<file path="config.mk">
export PLATFORM = sky130hd
export DESIGN_NAME = prog_loader
export DESIGN_NICKNAME = d
export VERILOG_FILES = /design/src/rtl/prog_loader.sv
export SDC_FILE = /design/constraint.sdc
export NUM_CORES = 1
export LEC_CHECK = 0
export CORE_ASPECT_RATIO = 0.8
export CORE_MARGIN = 3
export CORE_UTILIZATION = 44
export CTS_CLUSTER_SIZE = 40
export DETAILED_ROUTE_END_ITERATION = 8
export PLACE_DENSITY = 0.84
export SETUP_SLACK_MARGIN = 0.4
export SLEW_MARGIN = 20
export SYNTH_ARGS = -nofsm -noshare
export SYNTH_HDL_FRONTEND = slang
export SYNTH_SLANG_ARGS = --single-unit
export TNS_END_PERCENT = 1
</file>
<file path="constraint.sdc">
create_clock -name clk -period 1.85 [get_ports clk]
set_input_delay 0.37 -clock clk [delete_from_list [all_inputs] [get_ports clk]]
set_output_delay 0.37 -clock clk [all_outputs]
set_load 0.01 [all_outputs]
</file>
<file path="src/rtl/prog_loader.sv">
// prog_loader: streams instruction words into the i-cache from address 0, then raises start after a settle delay.
// Optional build macro PROG_LOADER_CHECKSUM_EN adds an expected-checksum gate before start.
module prog_loader #(
  parameter int ADDR_W = 6,
  parameter int DEPTH  = 64,
  parameter int SETTLE = 2
) (
  input  logic              clk,
  input  logic              rst,
  input  logic              load_req,
  input  logic              s_valid,
  input  logic [31:0]       s_data,
  input  logic              s_last,
  output logic              s_ready,
  output logic [31:0]       i_instruction,
  output logic [ADDR_W-1:0] i_addr,
  output logic              i_wea,
  output logic              start,
  output logic              busy,
  output logic              error,
  output logic [ADDR_W:0]   words
`ifdef PROG_LOADER_CHECKSUM_EN
  ,
  input  logic [31:0]       exp_sum,
  output logic [31:0]       sum
`endif
);

  // state    | meaning
  // S_IDLE   | after reset, waiting for the first load_req
  // S_LOAD   | accepting stream words, one i-cache write per transfer
  // S_SETTLE | writes finished, settle down-counter running
  // S_RUN    | start held high, core fetching
  // S_ERR    | overflow or checksum mismatch, start held low
  typedef enum logic [2:0] {S_IDLE, S_LOAD, S_SETTLE, S_RUN, S_ERR} state_t;

  localparam logic [ADDR_W:0] LP_DEPTH  = (ADDR_W+1)'(DEPTH);
  localparam logic [ADDR_W:0] LP_ONE    = (ADDR_W+1)'(1);
  localparam logic [3:0]      LP_SETTLE = 4'(SETTLE);

  state_t          r_state;
  logic [3:0]      r_cnt;
  logic            w_xfer;
  logic            w_full;
  logic            w_sum_bad;
  logic [ADDR_W:0] w_words_nxt;

  assign w_xfer      = s_valid && s_ready;
  assign w_words_nxt = words + LP_ONE;
  assign w_full      = (w_words_nxt == LP_DEPTH);

`ifdef PROG_LOADER_CHECKSUM_EN
  assign w_sum_bad = (sum != exp_sum);

  always_ff @(posedge clk) begin
    if (rst) begin
      sum <= '0;
    end else if (load_req && (r_state == S_IDLE || r_state == S_RUN || r_state == S_ERR)) begin
      sum <= '0;
    end else if (w_xfer) begin
      sum <= sum + s_data;
    end
  end
`else
  assign w_sum_bad = 1'b0;
`endif

  always_ff @(posedge clk) begin
    if (rst) begin
      r_state       <= S_IDLE;
      r_cnt         <= '0;
      s_ready       <= 1'b0;
      i_instruction <= '0;
      i_addr        <= '0;
      i_wea         <= 1'b0;
      start         <= 1'b0;
      busy          <= 1'b0;
      error         <= 1'b0;
      words         <= '0;
    end else begin
      i_wea <= 1'b0;
      case (r_state)
        S_IDLE, S_RUN, S_ERR: begin
          if (load_req) begin
            r_state <= S_LOAD;
            s_ready <= 1'b1;
            busy    <= 1'b1;
            start   <= 1'b0;
            error   <= 1'b0;
            words   <= '0;
            i_addr  <= '0;
          end
        end
        S_LOAD: begin
          if (w_xfer) begin
            i_wea         <= 1'b1;
            i_instruction <= s_data;
            i_addr        <= words[ADDR_W-1:0];
            words         <= w_words_nxt;
            // s_last wins over the depth limit: a full program that ends exactly at DEPTH is legal
            if (s_last) begin
              r_state <= S_SETTLE;
              s_ready <= 1'b0;
              r_cnt   <= LP_SETTLE;
            end else if (w_full) begin
              r_state <= S_ERR;
              s_ready <= 1'b0;
              busy    <= 1'b0;
              error   <= 1'b1;
            end
          end
        end
        S_SETTLE: begin
          if (r_cnt == '0) begin
            busy <= 1'b0;
            if (w_sum_bad) begin
              r_state <= S_ERR;
              error   <= 1'b1;
            end else begin
              r_state <= S_RUN;
              start   <= 1'b1;
            end
          end else begin
            r_cnt <= r_cnt - 4'd1;
          end
        end
        default: r_state <= S_IDLE;
      endcase
    end
  end

endmodule

</file>
# ---- Word level (Yosys, flattened, before mapping)
# Cells that the tools add are included.
dict set report totals {
  wordCells 76
  ff_bits 57
  out_inout_bits 50
  inputBits 37
}
dict set report op_classes {
  n_addsub 2
  n_mux 33
  reduce_logical 17
  n_bitwise 1
  eq_ne 13
}
# operator n
set op_table {}
lappend op_table {{$mux 3} 5}
lappend op_table {{$mux 7} 2}
lappend op_table {{$ne 2x2->1 const B} 7}
lappend op_table {{$pmux 7 s2} 1}
lappend op_table {{$mux 1} 13}
lappend op_table {{$mux 4} 3}
lappend op_table {{$mux 6} 2}
lappend op_table {{$pmux 6 s2} 1}
lappend op_table {{$reduce_and 4->1} 3}
lappend op_table {{$pmux 3 s3} 1}
lappend op_table {{$pmux 4 s2} 1}
lappend op_table {{$add 7x1->7 const B} 1}
lappend op_table {{$eq 7x7->1 const B} 1}
lappend op_table {{$eq 3x2->1 const B} 2}
lappend op_table {{$pmux 1 s2} 3}
lappend op_table {{$reduce_and 3->1} 2}
lappend op_table {{$reduce_and 6->1} 1}
lappend op_table {{$reduce_bool 2->1} 3}
lappend op_table {{$reduce_and 5->1} 1}
lappend op_table {{$logic_not 4->1} 1}
lappend op_table {{$sub 4x1->4 const B} 1}
lappend op_table {{$eq 3x1->1 const B} 1}
lappend op_table {{$eq 3x3->1 const B} 1}
lappend op_table {{$logic_not 3->1} 1}
lappend op_table {{8 further kinds} 8}

# ---- Depth between registers and ports, before layout
# Gate-level depths: netlist (run 1).
dict set report depth {
  ltp_word 6
  ltp_mapped 7
  depth_no_buf 7
}

# ---- Worst setup path before layout (run 1)
# Ideal clock, no wire load.
dict set report synth_path {
  path_type {reg-to-reg}
  from {register words[3]}
  to {register busy}
  path_slack_ns 0.177
  setup_ns 0.120
  path_stages_with_launch 7
  arrival_ns 1.553
  required_time_ns 1.730
  period_less_slack_ns 1.673
  path_buffers 1
  cell_sequence {dfxtp_1 > clkbuf_1 > a2111oi_0 > a21oi_1 > nor4_1 > o21ai_0 > o31a_1}
}
dict set report synth_between {
  elab_chain_len 4
}
# element line_no
set synth_rtl {}
lappend synth_rtl {{start, declared} 21} ;# output logic [ADDR_W:0] words
lappend synth_rtl {{start signal, assigned} 99} ;# words <= w_words_nxt;
lappend synth_rtl {{$add 7x1->7} 49} ;# assign w_words_nxt = words + LP_ONE;
lappend synth_rtl {{$eq 7x7->1} 50} ;# assign w_full = (w_words_nxt == LP_DEPTH);
lappend synth_rtl {{$ne 2x2->1 (no line)} --}
lappend synth_rtl {{$reduce_and 6->1 (no line)} --}
lappend synth_rtl {{end signal, assigned} 77} ;# busy <= 1'b0;
lappend synth_rtl {{end signal, assigned} 87} ;# busy <= 1'b1;
lappend synth_rtl {{end signal, assigned} 108} ;# busy <= 1'b0;
lappend synth_rtl {{end, declared} 19} ;# output logic busy,
# Every way passes these cells.
# A chain may end at the register's enable or synchronous reset.

# ---- Worst setup path in the final report (run 1)
dict set report layout_path {
  from {input load_req}
  to {register words[2]}
}
dict set report layout_between {
  elab_chain_len 2
}
# element line_no
set layout_rtl {}
lappend layout_rtl {{start, declared} 10} ;# input logic load_req,
lappend layout_rtl {{$ne 2x2->1 (no line)} --}
lappend layout_rtl {{$reduce_and 3->1 (no line)} --}
# Every way passes these cells.

==> results of run 1 <==
==> routing by layer <==
layer  global-route usage  vias to the layer above
met5                    0                        -
met4              0.08007                        0
met3              0.08265                       10
met2               0.3579                       96
met1               0.2513                     1121
li1                     -                     1186
==> placed cells by master (no fill, tap or decap), drive strengths merged, types with 2 or more instances in the layout <==
cell and instances:
a211oi 2, a21oi 43, a22o 2, a22oi 7, a311oi 6, a31oi 2, buf 25, clkbuf 10
clkdlybuf4s50 77, clkinvlp 3, dfxtp 57, dlygate4sd2 6, dlymetal6s2s 2, ha 3, inv 8, nand2 72
nand2b 3, nand3 4, nor2 22, nor3 5, nor4 2, o21a 2, o21ai 8, o31a 2
==> repair_timing <==
action | CTS | global route
setup buffers | 1 | 0
setup endpoints to repair | 106 | 107
pin swaps | 1 | 3
gates resized for setup | 16 | 8
==> critical path, stage by stage <==
cell and delay [ps]:
clkdlybuf4s50_1 570, a21oi_2 100, o31a_1 260, or4b_4 530, a21oi_2 160
==> metrics by stage <==
step / std cells / hold slack (ps) / setup slack [ps] / power, µW / util
final: 453 / 408.8 / 130.2 / 2752 / 0.7194
after global routing: 453 / 401.7 / 82.75 / 2864 / 0.7194
after CTS: 453 / 397.8 / 154.7 / 2769 / 0.7122
after detailed placement: 436 / 441.0 / -228.0 / 1582 / 0.6690
after global placement: 436 / 440.9 / -165.5 / 1576 / 0.6690
after floorplan: 286 / 422.3 / 220.8 / 1413 / -
==> path summary, 6_finish.rpt <==
path / end / slack (ps) / cells past startpoint
hold reg to reg: i_instruction[25] / 460 / 2
setup / recovery: words[2] / 130 / 5
setup reg to reg: r_cnt[1] / 150 / 5
hold / removal: i_instruction[16] / 410 / 2
==> registers in the layout (all words and copies together) (netlist names) <==
| name | flops |
|---|---|
| words | 7 |
| i_wea | 1 |
| busy | 1 |
| start | 1 |
| r_cnt | 4 |
| i_addr | 6 |
| i_instruction | 32 |
| s_ready | 1 |
| r_state | 3 |
| error | 1 |
==> power breakdown <==
group	internal (µW)	switching [µW]
clock	660	532
sequential	1250	15.1
combinational	165	133
==> area by class of cell <==
type	count	area, µm²	area share
multi-input cells	201	1124	0.3084
clock inverters	6	66.31	0.01820
well taps	62	77.57	0.02129
inverters	7	26.28	0.007212
flip-flops and latches	57	1154	0.3166
repair buffers	110	1059	0.2905
clock buffers	10	137.6	0.03777
==> logic make-up (layout without fill, tap and decap cells) <==
logic type	Yosys count	in the layout	share of synthesized area
xor+xnor	2	2	0.007512
fa+ha+maj	3	3	0.01610
buf+inv	28	133	0.05580
flops	57	57	0.4893
compound gates	79	79	0.2103
simple gates	117	117	0.2210
==> impl_metrics.py, run 1 <==
metrics = {
    "placed_design": {
        "globalplace.congestion": 0.8863,
        "port_buffers": 86,
        "placed_area_mm2": 0.003388,
        "hpwlAfterDp_um": 4684,
    },
    "run_status": {
        "outcome": "complete, no violations",
    },
    "clocking": {
        "cts_inserted_buffers": 9,
        "clk_pin_slew_ps": 70,
        "holdBufCountCts": 0,
        "htree_levels": 3,
        "clk_latency_ps": 330,
        "numClockSinks": 57,
        "clockRootBuffer": "clkbuf_8",
        "ctsLongestPathBuffers": 2,
        "cts_tree": "built",
    },
    "timing": {
        "rsz0062_at_grt": "yes",
        "final-max-slew-violation-count": 0,
        "finalCriticalPeriod_ps": 1720,
        "fmax_ghz": 0.5815,
        "setup_viol": 0,
        "slew_headroom": 0.7310,
        "skew_ps": 5.134,
        "hold_viol_final": 0,
        "worstMarginPinSlew_ps": 401.8,
        "setup_tns_ps": 0,
        "period_share": 0.9296,
    },
    "setup_path": {
        "rr_startpoint": "r_state[1]",
        "startpoint": "load_req",
        "crit_arrival_ps": 1990,
        "cp-start-kind": "primary input",
        "critPathMaxFanout": 4,
        "critical_path_class": "in -> reg",
        "cp-end-kind": "register",
        "cp.required_ps": 2120,
    },
    "drt": {
        "route.met3.wl_um": 546,
        "routedWlPerCell_um": 14.75,
        "vias": 2413,
        "dr.pass1.iters": 4,
        "totalWireLength_um": 6684,
        "top_layer": "met4",
        "drt-met1-wl_um": 2741,
        "drtAntennaViolNets": 0,
        "vias_per_cell": 5.327,
        "drc": 0,
        "dr_wl_met2_um": 3297,
        "drtIter0Drc": 179,
    },
    "floorplan": {
        "core_mm2": 0.005065,
        "die_y_um": 71.12,
        "io_pins": 87,
        "dieWidth_um": 87.40,
        "dieArea_mm2": 0.006216,
        "placementRows": 23,
        "start_util": 0.4605,
    },
    "synth": {
        "synth_area_mm2": 0.002332,
        "synthesis.nets": 326,
        "syn_avg_cell_area_um2": 8.155,
        "yosysWarnings": 0,
        "synthFlopType": "dfxtp_1",
        "synth_top_area_share": 0.4893,
        "synth.yosys.seq_area_share": 0.4893,
        "synth_most_common_cell": "nand2_1",
        "synth_commonest_cells": "72 x nand2_1, 57 x dfxtp_1, 43 x a21oi_1",
        "async_reset_ff_frac": 0,
        "netlist_instances": 286,
        "yosys-top-cells-area": "dfxtp_1 49%, nand2_1 12%, a21oi_1 9.2%, nor2_1 3.2%, a22oi_1 2.3%",
        "ys_seq_elements": 57,
        "synth_cell_types": 41,
        "yosysTopAreaCell": "dfxtp_1",
        "synth_edf_count": 0,
    },
    "layout": {
        "area_growth_pct": 56.22,
        "drive_gt1_frac": 0.1611,
        "antenna_cells": 0,
        "nets": 426,
        "fillers": 389,
        "final_cell_area_mm2": 0.003643,
    },
    "global_route": {
        "grt_max_degree": 33,
        "overflow": 0,
        "grt_pass1_vias": 2303,
        "grt_usage": 0.2155,
        "grt_pass1_wl_um": 10440,
        "antenna_found_initial": 0,
    },
    "job": {
        "max_cap_violations": 0,
    },
    "power": {
        "max-vdd-ir-drop_uv": 551.6,
        "p_leak_uw": 0.001350,
        "power_density_mw_per_mm2": 755.4,
    },
    "min_path": {
        "hp-class": "in -> reg",
        "min_from": "rst",
    },
}
No activity file was read; power rests on OpenSTA's default activity.
==> inputs of run 2 (changes only) <==
--- a/config.mk
+++ b/config.mk
@@ -8,6 +8,7 @@
 export CORE_ASPECT_RATIO = 0.8
 export CORE_MARGIN = 3
 export CORE_UTILIZATION = 44
+export CTS_CLUSTER_DIAMETER = 60
 export CTS_CLUSTER_SIZE = 40
 export DETAILED_ROUTE_END_ITERATION = 8
 export PLACE_DENSITY = 0.84
@@ -16,4 +17,3 @@
 export SYNTH_ARGS = -nofsm -noshare
 export SYNTH_HDL_FRONTEND = slang
 export SYNTH_SLANG_ARGS = --single-unit
-export TNS_END_PERCENT = 1
==> run 2 against run 1 <==
Clock skew about the same; highest routed layer unchanged; die area unchanged; flip-flop and latch count unchanged; final area grew 31%; first-iteration DRC count up 70%; core utilization grew 22 points; hold slack better by 66 ps; critical endpoint is now i_instruction[0]; sequential share of layout area fell by 7.1 points; routed wire length up 85%; via count up 29%; setup slack got worse by 62 ps; clock power about the same.
==> impl_metrics.py, run 2 (synthesis results as in run 1) <==
metrics = {
    "layout": {
        "top_regs": "i_instruction: 32 flops, words: 7 flops, i_addr: 6 flops",
        "drive_gt1_frac": 0.5068,
        "largest-register": "i_instruction",
        "fillers": 159,
        "final_cell_area_mm2": 0.004778,
        "layout_commonest_cell": "dlygate4sd2_1",
        "area_growth_pct": 104.9,
        "largest_register_ffs": 32,
        "multi_input_area_mm2": 0.001650,
        "nets": 477,
        "fin_cells": 504,
        "seq_area_mm2": 0.001175,
        "final_cell_mix": "45 x dlygate4sd2_1, 44 x dfxtp_1, 39 x buf_4",
        "antenna_cells": 0,
    },
    "placed_design": {
        "hpwlAfterDp_um": 4495,
        "dpl_worst_slack_ps": -187.2,
        "port_buffers": 86,
        "dp.cells": 435,
        "globalplace.congestion": 0.9171,
        "placed_area_mm2": 0.003376,
    },
    "floorplan": {
        "core_mm2": 0.005065,
        "placementRows": 23,
        "io_pins": 87,
        "start_util": 0.4605,
        "dieWidth_um": 87.40,
        "dieArea_mm2": 0.006216,
        "die_y_um": 71.12,
    },
    "setup_path": {
        "cp.required_ps": 2070,
        "critPathMaxFanout": 4,
        "crit_arrival_ps": 2000,
        "cp_slowest_cell": "or3b_4",
        "crit_family": "simple AND/OR/NAND/NOR gates",
        "cp-start-kind": "register",
        "critical_path_class": "reg -> reg",
        "cp-end-kind": "register",
        "path_cells": "or3b_4, or2_4, buf_6, buf_12, buf_16, nand2_2, a21oi_1",
        "slowest_delay_ps": 410,
        "critPathBufInv": 3,
    },
    "drt": {
        "top_layer": "met4",
        "totalWireLength_um": 12350,
        "routedWlPerCell_um": 24.50,
        "route.met3.wl_um": 1141,
        "drt-met1-wl_um": 4648,
        "dr_wl_met2_um": 5862,
        "drtAntennaViolNets": 0,
        "vias": 3117,
        "vias_per_cell": 6.185,
        "drtIter0Drc": 305,
        "dr.pass1.iters": 5,
        "drc": 0,
    },
    "min_path": {
        "hp-class": "reg -> reg",
    },
    "global_route": {
        "grt_max_degree": 22,
        "antenna_found_initial": 0,
        "grt_pass1_vias": 2807,
        "grt_usage": 0.2951,
        "grt_pass1_wl_um": 14080,
        "overflow": 0,
    },
    "clocking": {
        "numClockSinks": 57,
        "clk_latency_ps": 340,
        "cts_inserted_buffers": 9,
        "clk_pin_slew_ps": 70,
        "clockRootBuffer": "clkbuf_8",
        "ctsLongestPathBuffers": 2,
        "cts_tree": "built",
        "htree_levels": 3,
    },
    "timing": {
        "period_share": 0.9630,
        "slew_headroom": 0.6702,
        "skew_ps": 5.251,
        "hold_viol_final": 0,
        "final-max-slew-violation-count": 0,
        "worstMarginPinSlew_ps": 494.7,
        "setup_ws_ps": 68.51,
        "finalCriticalPeriod_ps": 1781,
        "setup_viol": 0,
        "rsz0062_at_grt": "yes",
        "fmax_ghz": 0.5613,
        "setup_tns_ps": 0,
    },
    "power": {
        "power_density_mw_per_mm2": 611.9,
        "max-vdd-ir-drop_uv": 664.2,
        "p_leak_uw": 0.001975,
    },
    "run_status": {
        "outcome": "complete, no violations",
    },
    "job": {
        "max_cap_violations": 0,
    },
}
## run 2: changes by cell type in the layout (fill, tap and decap cells not counted), sizes merged
cell and delta:
buf +52, clkdlybuf4s50 -44, dlygate4sd2 +39, clkbuf +4, clkdlybuf4s15 +3, dlymetal6s2s -2, clkinv +1, clkinvlp -1
inv -1
## run 2: area by class of cell
class / instances / area share
multi-input combinational: 201 / 0.3454
timing repair buffer: 161 / 0.3459
inverter: 7 / 0.005499
clock buffer: 11 / 0.02959
sequential: 57 / 0.2459
clock inverter: 5 / 0.01152
tap: 62 / 0.01623
## run 2: per-stage QoR
| stage | hold slack (ps) | util | power [µW] |
|---|---|---|---|
| final | 474.3 | 0.9434 | 2924 |
| after global routing | 456.7 | 0.9434 | 2983 |
| after CTS | 443.3 | 0.8673 | 2798 |
| after detailed placement | 442.4 | 0.6665 | 1580 |
| after global placement | 437.5 | 0.6665 | 1577 |
| after floorplan | 422.4 | - | 1421 |
## run 2: where the power goes
part,switching [µW],internal [µW]
Sequential,26.1,1240
Combinational,222,228
Clock,552,654
## run 2: final timing paths
path / depth (start not counted) / slack (ps) / start / endpoint
worst max-delay path: 7 / 70 / r_state[1] / i_instruction[0]
worst min-delay path: 2 / 470 / i_instruction[23] / i_instruction[23]
worst min register to register: 2 / 470 / i_instruction[23] / i_instruction[23]
worst max register to register: 7 / 70 / r_state[1] / i_instruction[0]
## run 2: what timing repair did
action                     CTS  global route
cloned                       7             0
hold buffers                 0             0
setup endpoints to repair  104            63
pin swaps                   51            28
gates resized for setup    194            69
buffers inserted            28            18
## run 2: worst reg2reg max path: cells and delay by family (launching register included)
family / cells / cell delay [ps]
compound gates: 1 / 80
simple gates: 3 / 810
buf+inv: 3 / 420
flops: 1 / 350
## run 2: layer usage
| layer | track usage | up-vias |
|---|---|---|
| met4 | 0.1278 | 0 |
| met1 | 0.3516 | 1501 |
| met5 | 0 | - |
| met3 | 0.09080 | 83 |
| li1 | - | 1291 |
| met2 | 0.4883 | 242 |
